===== config.mk =====
export PLATFORM = sky130hd
export DESIGN_NAME = fetch_unit
export DESIGN_NICKNAME = d
export VERILOG_FILES = /design/src/rtl/fetch_unit.sv
export SDC_FILE = /design/constraint.sdc
export NUM_CORES = 1
export LEC_CHECK = 0
export CORE_MARGIN = 2
export CORE_UTILIZATION = 30
export DETAILED_ROUTE_END_ITERATION = 10
export DONT_BUFFER_PORTS = 1
export PLACE_DENSITY_LB_ADDON = 0.15
export SLEW_MARGIN = 5
export SYNTH_ARGS = -nofsm -noshare
export SYNTH_HDL_FRONTEND = slang
export SYNTH_SLANG_ARGS = --single-unit

===== constraint.sdc =====
create_clock -name clk -period 3.1 [get_ports clk]
set_input_delay 0 -clock clk [delete_from_list [all_inputs] [get_ports clk]]
set_output_delay 0 -clock clk [all_outputs]
set_load 0.05 [all_outputs]

===== src/rtl/fetch_unit.sv =====
//------------------------------------------------------------------------------
// Module   : fetch_unit
// Purpose  : RV32I instruction-fetch front end. It contains a PC sequencer, a
//            valid/ready interface to a variable-latency instruction memory,
//            and an in-order prefetch FIFO that feeds decode.
// Revision : 1.0 - initial release
//------------------------------------------------------------------------------
`timescale 1ns/1ps
`default_nettype none

module fetch_unit #(
  parameter int                ADDR_W       = 32,
  parameter logic [ADDR_W-1:0] RESET_VECTOR = '0,
  parameter int                FIFO_DEPTH   = 4
) (
  input  logic              clk,
  input  logic              rst_n,
  output logic              imem_req_valid,
  input  logic              imem_req_ready,
  output logic [ADDR_W-1:0] imem_req_addr,
  input  logic              imem_rsp_valid,
  input  logic [31:0]       imem_rsp_data,
  input  logic              redirect_valid,
  input  logic [ADDR_W-1:0] redirect_addr,
  output logic              inst_valid,
  input  logic              inst_ready,
  output logic [31:0]       inst_data,
  output logic [ADDR_W-1:0] inst_pc,
  output logic              misalign_err
);

  localparam int                c_PTR_W   = $clog2(FIFO_DEPTH);
  localparam int                c_CNT_W   = c_PTR_W + 1;
  localparam logic [ADDR_W-1:0] c_PC_STEP = ADDR_W'(4);
  localparam logic [c_CNT_W:0]  c_CREDITS = (c_CNT_W + 1)'(FIFO_DEPTH);

  logic                r_run;
  logic [ADDR_W-1:0]   r_fetchPc;
  logic [ADDR_W-1:0]   r_rspPc;
  logic [c_CNT_W-1:0]  r_outstanding;
  logic [c_CNT_W-1:0]  r_drop;
  logic [c_CNT_W-1:0]  r_count;
  logic [c_PTR_W-1:0]  r_wrPtr;
  logic [c_PTR_W-1:0]  r_rdPtr;
  logic                r_misalign;
  logic [31:0]         r_fifoData [FIFO_DEPTH];
  logic [ADDR_W-1:0]   r_fifoPc   [FIFO_DEPTH];

  logic [c_CNT_W:0]    w_used;
  logic                w_reqValid;
  logic                w_reqFire;
  logic                w_rspTake;
  logic                w_push;
  logic                w_pop;
  logic [ADDR_W-1:0]   w_redirPc;

  // Credits cover both in-flight and buffered fetches, so a push never overflows.
  assign w_used     = {1'b0, r_outstanding} + {1'b0, r_count};
  assign w_reqValid = r_run && !redirect_valid && (w_used < c_CREDITS);
  assign w_reqFire  = w_reqValid && imem_req_ready;
  assign w_rspTake  = imem_rsp_valid && (r_outstanding != '0);
  assign w_push     = w_rspTake && (r_drop == '0) && !redirect_valid;
  assign w_pop      = (r_count != '0) && inst_ready && !redirect_valid;
  assign w_redirPc  = {redirect_addr[ADDR_W-1:2], 2'b00};

  always_ff @(posedge clk or negedge rst_n) begin
    if (!rst_n) begin
      r_run         <= 1'b0;
      r_fetchPc     <= RESET_VECTOR;
      r_rspPc       <= RESET_VECTOR;
      r_outstanding <= '0;
      r_drop        <= '0;
      r_count       <= '0;
      r_wrPtr       <= '0;
      r_rdPtr       <= '0;
      r_misalign    <= 1'b0;
    end else begin
      r_run         <= 1'b1;
      r_misalign    <= redirect_valid && (redirect_addr[1:0] != 2'b00);
      r_outstanding <= r_outstanding + c_CNT_W'(w_reqFire) - c_CNT_W'(w_rspTake);
      if (redirect_valid) begin
        r_fetchPc <= w_redirPc;
        r_rspPc   <= w_redirPc;
        // drop is a subset of outstanding: every request still in flight is now stale.
        r_drop    <= r_outstanding - c_CNT_W'(w_rspTake);
        r_count   <= '0;
        r_wrPtr   <= '0;
        r_rdPtr   <= '0;
      end else begin
        if (w_reqFire) begin
          r_fetchPc <= r_fetchPc + c_PC_STEP;
        end
        if (w_push) begin
          r_rspPc <= r_rspPc + c_PC_STEP;
          r_wrPtr <= r_wrPtr + c_PTR_W'(1);
        end
        if (w_rspTake && (r_drop != '0)) begin
          r_drop <= r_drop - c_CNT_W'(1);
        end
        if (w_pop) begin
          r_rdPtr <= r_rdPtr + c_PTR_W'(1);
        end
        r_count <= r_count + c_CNT_W'(w_push) - c_CNT_W'(w_pop);
      end
    end
  end

  always_ff @(posedge clk or negedge rst_n) begin
    if (!rst_n) begin
      for (int i = 0; i < FIFO_DEPTH; i++) begin
        r_fifoData[i] <= '0;
        r_fifoPc[i]   <= '0;
      end
    end else if (w_push) begin
      r_fifoData[r_wrPtr] <= imem_rsp_data;
      r_fifoPc[r_wrPtr]   <= r_rspPc;
    end
  end

  assign imem_req_valid = w_reqValid;
  assign imem_req_addr  = r_fetchPc;
  assign inst_valid     = (r_count != '0);
  assign inst_data      = r_fifoData[r_rdPtr];
  assign inst_pc        = r_fifoPc[r_rdPtr];
  assign misalign_err   = r_misalign;

endmodule

`default_nettype wire


==> impl_metrics.ini, run 1 <==
[finish]
fillers = 4804
syn_to_final_growth_pct = 19.6
seqCellArea_mm2 = 0.00809
final_nets = 1256
multi_input_area_mm2 = 0.00652
drive_above_1_share_pct = 36.1
fin_util_pct = 36.5
antenna_cells = 0
layout.cells.non_filler = 1854

[setup_path]
worst_r2r_endpoint = imem_req_addr[28]
ff2ff_setup_slack_ns = 0.38
cpMaxStageDelayCell = dfrtp_1
cp_data_arrival_time_ns = 3.14
startpoint_type = register
path_class = reg2reg
max_stage_delay_ns = 0.43
startpoint = r_outstanding[2]
cp_data_required_time_ns = 3.53
reg2reg_from = r_outstanding[2]
path_delay_family = simple AND/OR/NAND/NOR gates
end_kind = register
critical_path.max_fanout = 16
crit_chain = ha_1 > nor4b_1 > and4_1 > buf_4 > nand4_1 > nor3_1 > mux2_2
path_buf_inv = 1
r2r.worst_path.cells = 7

[power_and_ir_drop]
switching_share_pct = 38.5
intPower_mw = 9.82
power_frac_clock_pct = 27.9
power_switching_mw = 6.14
powerDensity_mw_per_mm2 = 889
seqPwrFrac_pct = 37.4
leakage_nw = 7.84
ir_worst_vdd_mv = 0.293
power_frac_comb_pct = 34.8

[placed_design]
io_buffer_count = 0
gp_congestion = 0.758
place_inst = 1720
dpl.hpwl_um = 24800

[sta]
period_minus_slack_ns = 2.72
drv_slew = 0
setup_viol = 0
fin_skew_ns = 0.00843
hold-worst-slack_ns = -0.845
setup_tns_ns = 0
post-route-period-util_pct = 87.6
tightest_slew_ns = 0.930
worst_slew_margin_rel_pct = 38.0
rsz0062_at_grt = false
max_freq_mhz = 368
hold_violations = 323

[clocking]
clk_latency_ns = 0.54
cts_tree = built
clkTransAtPathRegs_ns = 0.06
cts_resized = 0
cts-root-buf = clkbuf_16
clockBufferDepth = 3
cts_buffers = 39
cts_setup_buffers = 0
clkSinkCount = 323
cts_max_level = 2
cts_hold_buf = 71

[routing]
routedWlPerCell_um = 21.0
firstDrtPassIters = 4
drtIter0Drc = 498
wl_um = 38900
vias_per_cell = 4.92
drcViolationCount = 0
vias = 9118
final_antenna_net_count = 0

[worst_hold_path]
hold_path_class = in2async

[outcome]
violations = hold timing
status = finished, violations left

[global_routing]
track_usage_pct = 15.4
grt_antenna_before_repair = 2
grt_pass1_wl_um = 60800
grt_overflow_total = 0
grt_max_degree = 324
grt_pass1_vias = 9917

[floorplanning]
design.portCount = 169
start_util_pct = 30.5
die_height_um = 228
die_area_mm2 = 0.0518
die_w_um = 228
rows = 81
coreArea_mm2 = 0.0492

[logic_synthesis]
ys_ff_latch = 323
ys_warn_count = 0
synth_top_area_share_pct = 53.9
synth_edf_count = 0
synth_top_flop_cell = dfrtp_1
netlist_instances = 1084
ys_top_cells_by_area = dfrtp_1 (54%), mux2_2 (19%), mux4_2 (9.3%)
ys_seq_area_share_pct = 53.9
syn_area_mm2 = 0.0150
synth_top_cell_by_area = dfrtp_1
yosysUniqueCellTypes = 49
async_flop_share_pct = 100
syn-mean-instance-area_um2 = 13.8

[run]
cap_violations = 0
logic make-up after synthesis:
group / synth area share, %
muxes: 29.1
DFF: 53.9
and+or+nand+nor: 6.65
buffers and inverters: 2.84
AOI/OAI and AO/OA: 3.41
xor gates and xnor gates: 2.51
adders and majority gates: 1.60
other: 0.0501
Yosys cell counts (20+ instances only):
| cell type | number |
|---|---|
| clkbuf_1 | 28 |
| nor2_1 | 35 |
| nand2_1 | 48 |
| o21ai_0 | 32 |
| dfrtp_1 | 323 |
| mux2_2 | 257 |
| xnor2_1 | 25 |
| inv_1 | 25 |
| mux4_2 | 62 |
| nand3_1 | 29 |
| buf_2 | 30 |
| nand4_1 | 20 |
placed cells by master (no fill, tap or decap), types with 3 or more instances in the layout:
| cell | count |
|---|---|
| xnor2_1 | 25 |
| nor4_1 | 4 |
| o311ai_0 | 8 |
| and2_4 | 4 |
| nor2_1 | 35 |
| o31a_1 | 4 |
| nand4_1 | 20 |
| a31oi_1 | 4 |
| dfrtp_1 | 321 |
| nand2b_1 | 6 |
| buf_4 | 32 |
| or4_1 | 3 |
| a21boi_0 | 6 |
| dlygate4sd3_1 | 70 |
| mux4_2 | 62 |
| clkbuf_1 | 7 |
| buf_12 | 11 |
| inv_1 | 25 |
| conb_1 | 5 |
| o21ai_0 | 32 |
| a21oi_1 | 8 |
| nand2_1 | 48 |
| mux2i_1 | 7 |
| nor3_1 | 12 |
| or3_1 | 4 |
| mux2_2 | 257 |
| nand3_1 | 29 |
| xor2_1 | 18 |
| and2_1 | 8 |
| clkinv_2 | 5 |
| ha_1 | 16 |
| o211ai_1 | 10 |
| clkbuf_16 | 41 |
| and4_1 | 5 |
| and3_1 | 5 |
| clkbuf_8 | 9 |
flip-flops by register name, indices dropped and copies added (netlist names):
signal / flops
r_rdPtr: 2
r_fifoData: 128
misalign_err: 1
imem_req_addr: 30
r_fifoPc: 120
r_run: 1
r_outstanding: 3
r_count: 3
r_drop: 3
r_rspPc: 30
r_wrPtr: 2
worst register-to-register path: cells and delay by family (launching register included):
kind	cells	cell delay [ns]
fa+ha+maj	1	0.31
flops	1	0.43
mux	1	0.37
buf+inv	1	0.23
simple gates	4	1.28
power by group through the flow:
stage	Clock (mW)	Combinational, mW	Sequential (mW)
3_5_place_dp	0	5.53	6.05
2_1_floorplan	0	4.66	5.83
4_1_cts	4.64	5.65	5.98
6_report	4.45	5.55	5.96
5_1_grt	4.81	5.88	6.12
3_3_place_gp	0	5.48	6.03
final cells by class:
| class | count | share of cell area, % |
|---|---|---|
| tap | 664 | 4.63 |
| clock inverter | 6 | 0.307 |
| timing repair buffer | 114 | 6.62 |
| clock buffer | 57 | 6.55 |
| inverter | 25 | 0.523 |
| sequential | 323 | 45.1 |
| multi-input combinational | 665 | 36.3 |
layer usage:
layer  vias to the layer above  track usage (%)  part of all wire (%)
li1                       4116                -                     -
met2                       206             24.7                    46
met1                      4751             20.9                    46
met4                         2             3.46                   1.5
met5                         -                0                 0.028
met3                        43             4.10                   5.9
per-stage QoR:
step | area [µm²] | hold WS (ns) | total power [mW] | setup WS, ns
after floorplan | 15000 | -0.296 | 10.5 | 0.120
after global routing | 17900 | -0.900 | 16.8 | 0.194
after CTS | 17900 | -0.893 | 16.3 | 0.351
after detailed placement | 16000 | -0.287 | 11.6 | 0.351
after global placement | 16000 | -0.288 | 11.5 | 0.405
final | 17900 | -0.845 | 16.0 | 0.383
worst max path at each step:
stage               cells past startpoint  slack (ns)                end
floorplan                              13        0.12   r_outstanding[2]
global placement                        7        0.40  imem_req_addr[28]
detailed placement                      7        0.35  imem_req_addr[28]
CTS                                     7        0.35  imem_req_addr[28]
global route                            7        0.19  imem_req_addr[28]
finish                                  7        0.38  imem_req_addr[28]
Note: power is estimated with default switching activity, not from simulation.
==> inputs of run 2 (changes only) <==
clock period = 3 ns   (was 3.1 ns; I/O delays follow)
==> run 2 against run 1 <==
The flow still finishes with violations (hold timing). Cell area about the same. Wire length decreased by 2.2%. Sequential share of layout area about the same. Hold slack got worse by 0.019 ns. Final cell count increased by 0.54%. Global-route usage decreased by 0.29 points. Largest cell class unchanged. Largest power group unchanged.
==> impl_metrics.ini, run 2 (synthesis results as in run 1) <==
[routing]
vias_per_cell = 4.88
drtIter0Drc = 379
vias = 9101
final_antenna_net_count = 0
wl_um = 38000
drcViolationCount = 0
firstDrtPassIters = 4
routedWlPerCell_um = 20.4

[finish]
largest_reg_flops = 128
syn_to_final_growth_pct = 19.7
drive_above_1_share_pct = 36.3
layout.cells.non_filler = 1864
most-common-layout-cells = dfrtp_1 (321), mux2_2 (257), dlygate4sd3_1 (69)
final_area_mm2 = 0.0180
antenna_cells = 0
fin_util_pct = 36.5
top_regs = r_fifoData: 128 flops, r_fifoPc: 120 flops
final_nets = 1259
final_common_cell = dfrtp_1
largest-register = r_fifoData

[placed_design]
dpl.hpwl_um = 23500
io_buffer_count = 0
gp_congestion = 0.765
dpl_cell_area_mm2 = 0.0160
place_inst = 1723

[global_routing]
grt_max_degree = 324
track_usage_pct = 15.1
grt_overflow_total = 0
grt_pass1_wl_um = 59600
grt_pass1_vias = 9923
grt_antenna_before_repair = 0

[sta]
rsz0062_at_grt = false
setup_viol = 0
max_freq_mhz = 376
drv_slew = 0
hold_violations = 323
hold-worst-slack_ns = -0.865
fin_skew_ns = 0.0216
tightest_slew_ns = 0.657
period_minus_slack_ns = 2.66
worst_slew_margin_rel_pct = 55.9
post-route-period-util_pct = 88.6
setup_tns_ns = 0

[clocking]
cts-root-buf = clkbuf_16
clk_latency_ns = 0.56
cts_hold_buf = 70
clockBufferDepth = 3
clkTransAtPathRegs_ns = 0.06
cts_buffers = 40
cts_max_level = 2
clkSinkCount = 323
cts_tree = built

[worst_hold_path]
hold_path_class = in2async

[floorplanning]
rows = 81
design.portCount = 169
die_w_um = 228
die_height_um = 228
start_util_pct = 30.5
die_area_mm2 = 0.0518
coreArea_mm2 = 0.0492

[power_and_ir_drop]
powerDensity_mw_per_mm2 = 919
ir_worst_vdd_mv = 0.369
leakage_nw = 7.84

[setup_path]
startpoint_type = register
ff2ff_setup_slack_ns = 0.34
cp_data_arrival_time_ns = 3.12
crit_chain = ha_1 > nor4b_1 > and4_1 > inv_1 > ha_1 > inv_1 > ha_1 > inv_1 > fa_1 > xnor2_1 > xnor2_1
path_class = reg2reg
critical_path.max_fanout = 4
cpMaxStageDelayCell = dfrtp_1
path_delay_family = adder cells
path_buf_inv = 3
end_kind = register
cp_data_required_time_ns = 3.46
max_stage_delay_ns = 0.43

[outcome]
status = finished, violations left
violations = hold timing

[run]
cap_violations = 0
[run 2: cell types whose count changed in the layout (fill, tap and decap cells not counted), sizes merged]
cell and change:
clkbuf +6, inv +2, dlygate4sd3 -1, clkinvlp +1
buf +3, bufinv -1
[run 2: layer usage]
metal | up-vias | GRT usage (%) | wire length, µm
met5 | - | 0 | 0
met4 | 0 | 3.48 | 648
met3 | 47 | 4.28 | 2340
met2 | 189 | 24.1 | 17400
met1 | 4743 | 20.4 | 17600
li1 | 4122 | - | -
[run 2: cell type report]
| cell class | instances | area [µm²] |
|---|---|---|
| Fill cell | 4771 | 31200 |
| Sequential cell | 323 | 8090 |
| Multi-Input combinational cell | 665 | 6520 |
| Clock buffer | 63 | 1210 |
| Timing Repair Buffer | 116 | 1180 |
| Tap cell | 664 | 831 |
| Inverter | 25 | 93.8 |
| Clock inverter | 8 | 50.0 |
[run 2: worst reg2reg max path: stages (launching register included)]
cell	delay, ns
dfrtp_1	0.43
ha_1	0.31
nor4b_1	0.32
and4_1	0.26
inv_1	0.06
ha_1	0.27
inv_1	0.06
ha_1	0.13
inv_1	0.05
fa_1	0.37
xnor2_1	0.19
xnor2_1	0.15
[run 2: final timing paths]
| check | from | to | cells after the start |
|---|---|---|---|
| worst max-delay path | r_outstanding[2] | r_outstanding[2] | 11 |
| worst min-delay path | rst_n | r_fifoData[71] | 0 |
| worst max register to register | r_outstanding[2] | r_outstanding[2] | 11 |
| worst min register to register | r_fifoPc[61] | r_fifoPc[61] | 1 |
| max in group asynchronous | rst_n | imem_req_addr[10] | 0 |
| min in group clk | redirect_addr[1] | misalign_err | 3 |
[run 2: metrics by stage]
stage | setup WS, ns | total power, mW | hold slack (ns)
2_1_floorplan | 0.0201 | 10.8 | -0.296
3_3_place_gp | 0.378 | 11.9 | -0.285
3_5_place_dp | 0.328 | 11.9 | -0.285
4_1_cts | 0.321 | 16.8 | -0.909
5_1_grt | 0.148 | 17.4 | -0.908
6_report | 0.341 | 16.5 | -0.865
[run 2: timing repair]
action | in CTS | in global routing
buffers inserted | 0 | 0
gates resized for setup | 0 | 0
hold endpoints to repair | 522 | 323
setup endpoints to repair | 0 | 0
[run 2: where the power goes]
group | switching [mW] | internal [mW] | leakage (nW)
Combinational | 3.73 | 2.03 | 2.98
Clock | 1.88 | 2.76 | 0.620
Sequential | 0.761 | 5.35 | 4.24
==> inputs of run 3 (changes only) <==
CAP_MARGIN = 20   (was default)
CTS_BUF_LIST = sky130_fd_sc_hd__clkbuf_2   (was default)
==> run 3 against run 2 <==
The flow still finishes with violations (hold timing). Critical path depth shrank 2. Sequential share of layout area shrank 1.7 points. Fmax is 6.9% lower. Clock-buffer cell count grew 74. Via count increased by 8.6%. Final cell count is 11% higher. Clock power is 29% lower. Wire length rose by 4.5%. Worst setup slack lost 0.20 ns. Critical path type unchanged.
==> impl_metrics.ini, run 3 (synthesis results as in run 1) <==
[routing]
drtIter0Drc = 421
vias = 9885
vias_per_cell = 4.79
firstDrtPassIters = 6
routedWlPerCell_um = 19.2
wl_um = 39700
drcViolationCount = 0
final_antenna_net_count = 0

[clocking]
cts_hold_buf = 179
cts_max_level = 3
clkSinkCount = 323
cts_buffers = 90
clkTransAtPathRegs_ns = 0.10
cts_tree = built
clk_latency_ns = 1.06
clockBufferDepth = 3
cts-root-buf = clkbuf_2

[setup_path]
path_buf_inv = 4
cp_data_arrival_time_ns = 3.76
crit_chain = buf_4 > o31a_1 > dlygate4sd3_1 > buf_4 > and2_4 > nand3_1 > xnor2_1 > mux2_2 > dlygate4sd3_1
max_stage_delay_ns = 0.56
critical_path_depth = 9
ff2ff_setup_slack_ns = 0.14
endpoint = r_rspPc[5]
critical_path.max_fanout = 10
r2r.worst_path.cells = 9
startpoint_type = register
path_class = reg2reg
worst_r2r_endpoint = r_rspPc[5]
cp_data_required_time_ns = 3.90
cpMaxStageDelayCell = dlygate4sd3_1
end_kind = register
reg2reg_from = r_outstanding[1]
startpoint = r_outstanding[1]
path_delay_family = buffers and inverters

[sta]
max_freq_mhz = 350
drv_slew = 0
setup_slack_ns = 0.145
fin_skew_ns = 0.0798
rsz0062_at_grt = false
period_minus_slack_ns = 2.86
worst_slew_margin_rel_pct = 45.7
tightest_slew_ns = 0.814
hold_violations = 323
post-route-period-util_pct = 95.2
setup_viol = 0
setup_tns_ns = 0
hold-worst-slack_ns = -1.38

[placed_design]
dpl_cell_area_mm2 = 0.0160
gp_congestion = 0.765
place_inst = 1723
pre_cts_ws_ns = 0.328
io_buffer_count = 0
dpl.hpwl_um = 23500

[finish]
syn_to_final_growth_pct = 24.6
layout.cells.non_filler = 2064
largest-register = r_fifoData
largest_reg_flops = 128
most-common-layout-cells = dfrtp_1 (320), mux2_2 (257), dlygate4sd3_1 (177)
final_nets = 1419
top_regs = r_fifoData: 128 flops, r_fifoPc: 120 flops
drive_above_1_share_pct = 37.8
fillers = 4790
final_common_cell = dfrtp_1
final_area_mm2 = 0.0187

[global_routing]
grt_pass1_wl_um = 62900
grt_overflow_total = 0
grt_pass1_vias = 10900
grt_antenna_before_repair = 2
track_usage_pct = 16.0
grt_max_degree = 324

[power_and_ir_drop]
ir_worst_vdd_mv = 0.303
powerDensity_mw_per_mm2 = 832
leakage_nw = 8.36

[outcome]
violations = hold timing
status = finished, violations left

[floorplanning]
die_w_um = 228
rows = 81
design.portCount = 169
die_height_um = 228
coreArea_mm2 = 0.0492
start_util_pct = 30.5
die_area_mm2 = 0.0518

[run]
cap_violations = 0

[worst_hold_path]
hold_path_class = in2async
-- run 3: cell count changes in the layout (fill, tap and decap cells not counted), sizes merged --
| cell | change |
|---|---|
| dlygate4sd3 | +108 |
| buf | +2 |
| clkbuf | +74 |
| clkinvlp | +1 |
| clkinv | +9 |
| bufinv | +2 |
| diode | +4 |
-- run 3: layer usage --
layer	GRT usage, %	vias up	routed length, µm
met3	5.36	62	2640
li1	-	4506	-
met4	4.83	0	705
met1	20.8	5059	18100
met5	0	-	0
met2	25.2	258	18200
-- run 3: stage by stage --
stage / total power [mW] / util [%]
2_1_floorplan: 10.8 / -
3_3_place_gp: 11.9 / 32.5
3_5_place_dp: 11.9 / 32.5
4_1_cts: 15.8 / 37.9
5_1_grt: 16.6 / 38.0
6_report: 15.5 / 38.0
-- run 3: worst reg2reg max path: stages, from the launching register on --
cell           delay [ns]
dfrtp_1              0.40
buf_4                0.16
o31a_1               0.29
dlygate4sd3_1        0.56
buf_4                0.17
and2_4               0.17
nand3_1              0.10
xnor2_1              0.07
mux2_2               0.25
dlygate4sd3_1        0.55
-- run 3: worst min path at each step --
stage / start / end / slack (ns)
6_report: rst_n / r_fifoData[71] / -1.38
5_1_grt: rst_n / r_fifoData[39] / -1.58
4_1_cts: rst_n / r_fifoData[102] / -1.54
3_5_place_dp: rst_n / r_fifoData[71] / -0.29
3_3_place_gp: rst_n / r_fifoData[70] / -0.29
2_1_floorplan: rst_n / imem_req_addr[10] / -0.30
-- run 3: what timing repair did --
action                                  in CTS  in global routing
resized for setup                            0                  7
pin swaps                                    0                  0
setup buffers                                1                  0
endpoints found under the setup margin       2                  3
hold endpoints to repair                   642                323
-- run 3: final cells by class --
class	instances	area (µm²)	area share (%)
Antenna cell	4	10.0	0.0536
Clock inverter	20	140	0.750
Tap cell	664	831	4.45
Multi-Input combinational cell	665	6530	35.0
Timing Repair Buffer	226	2300	12.3
Inverter	25	93.8	0.502
Clock buffer	137	686	3.67
Sequential cell	323	8090	43.3
-- run 3: power breakdown --
group | switching, mW | internal, mW | leakage, nW
Combinational | 3.88 | 2.36 | 3.49
Clock | 1.90 | 1.38 | 0.631
Sequential | 0.699 | 5.33 | 4.24
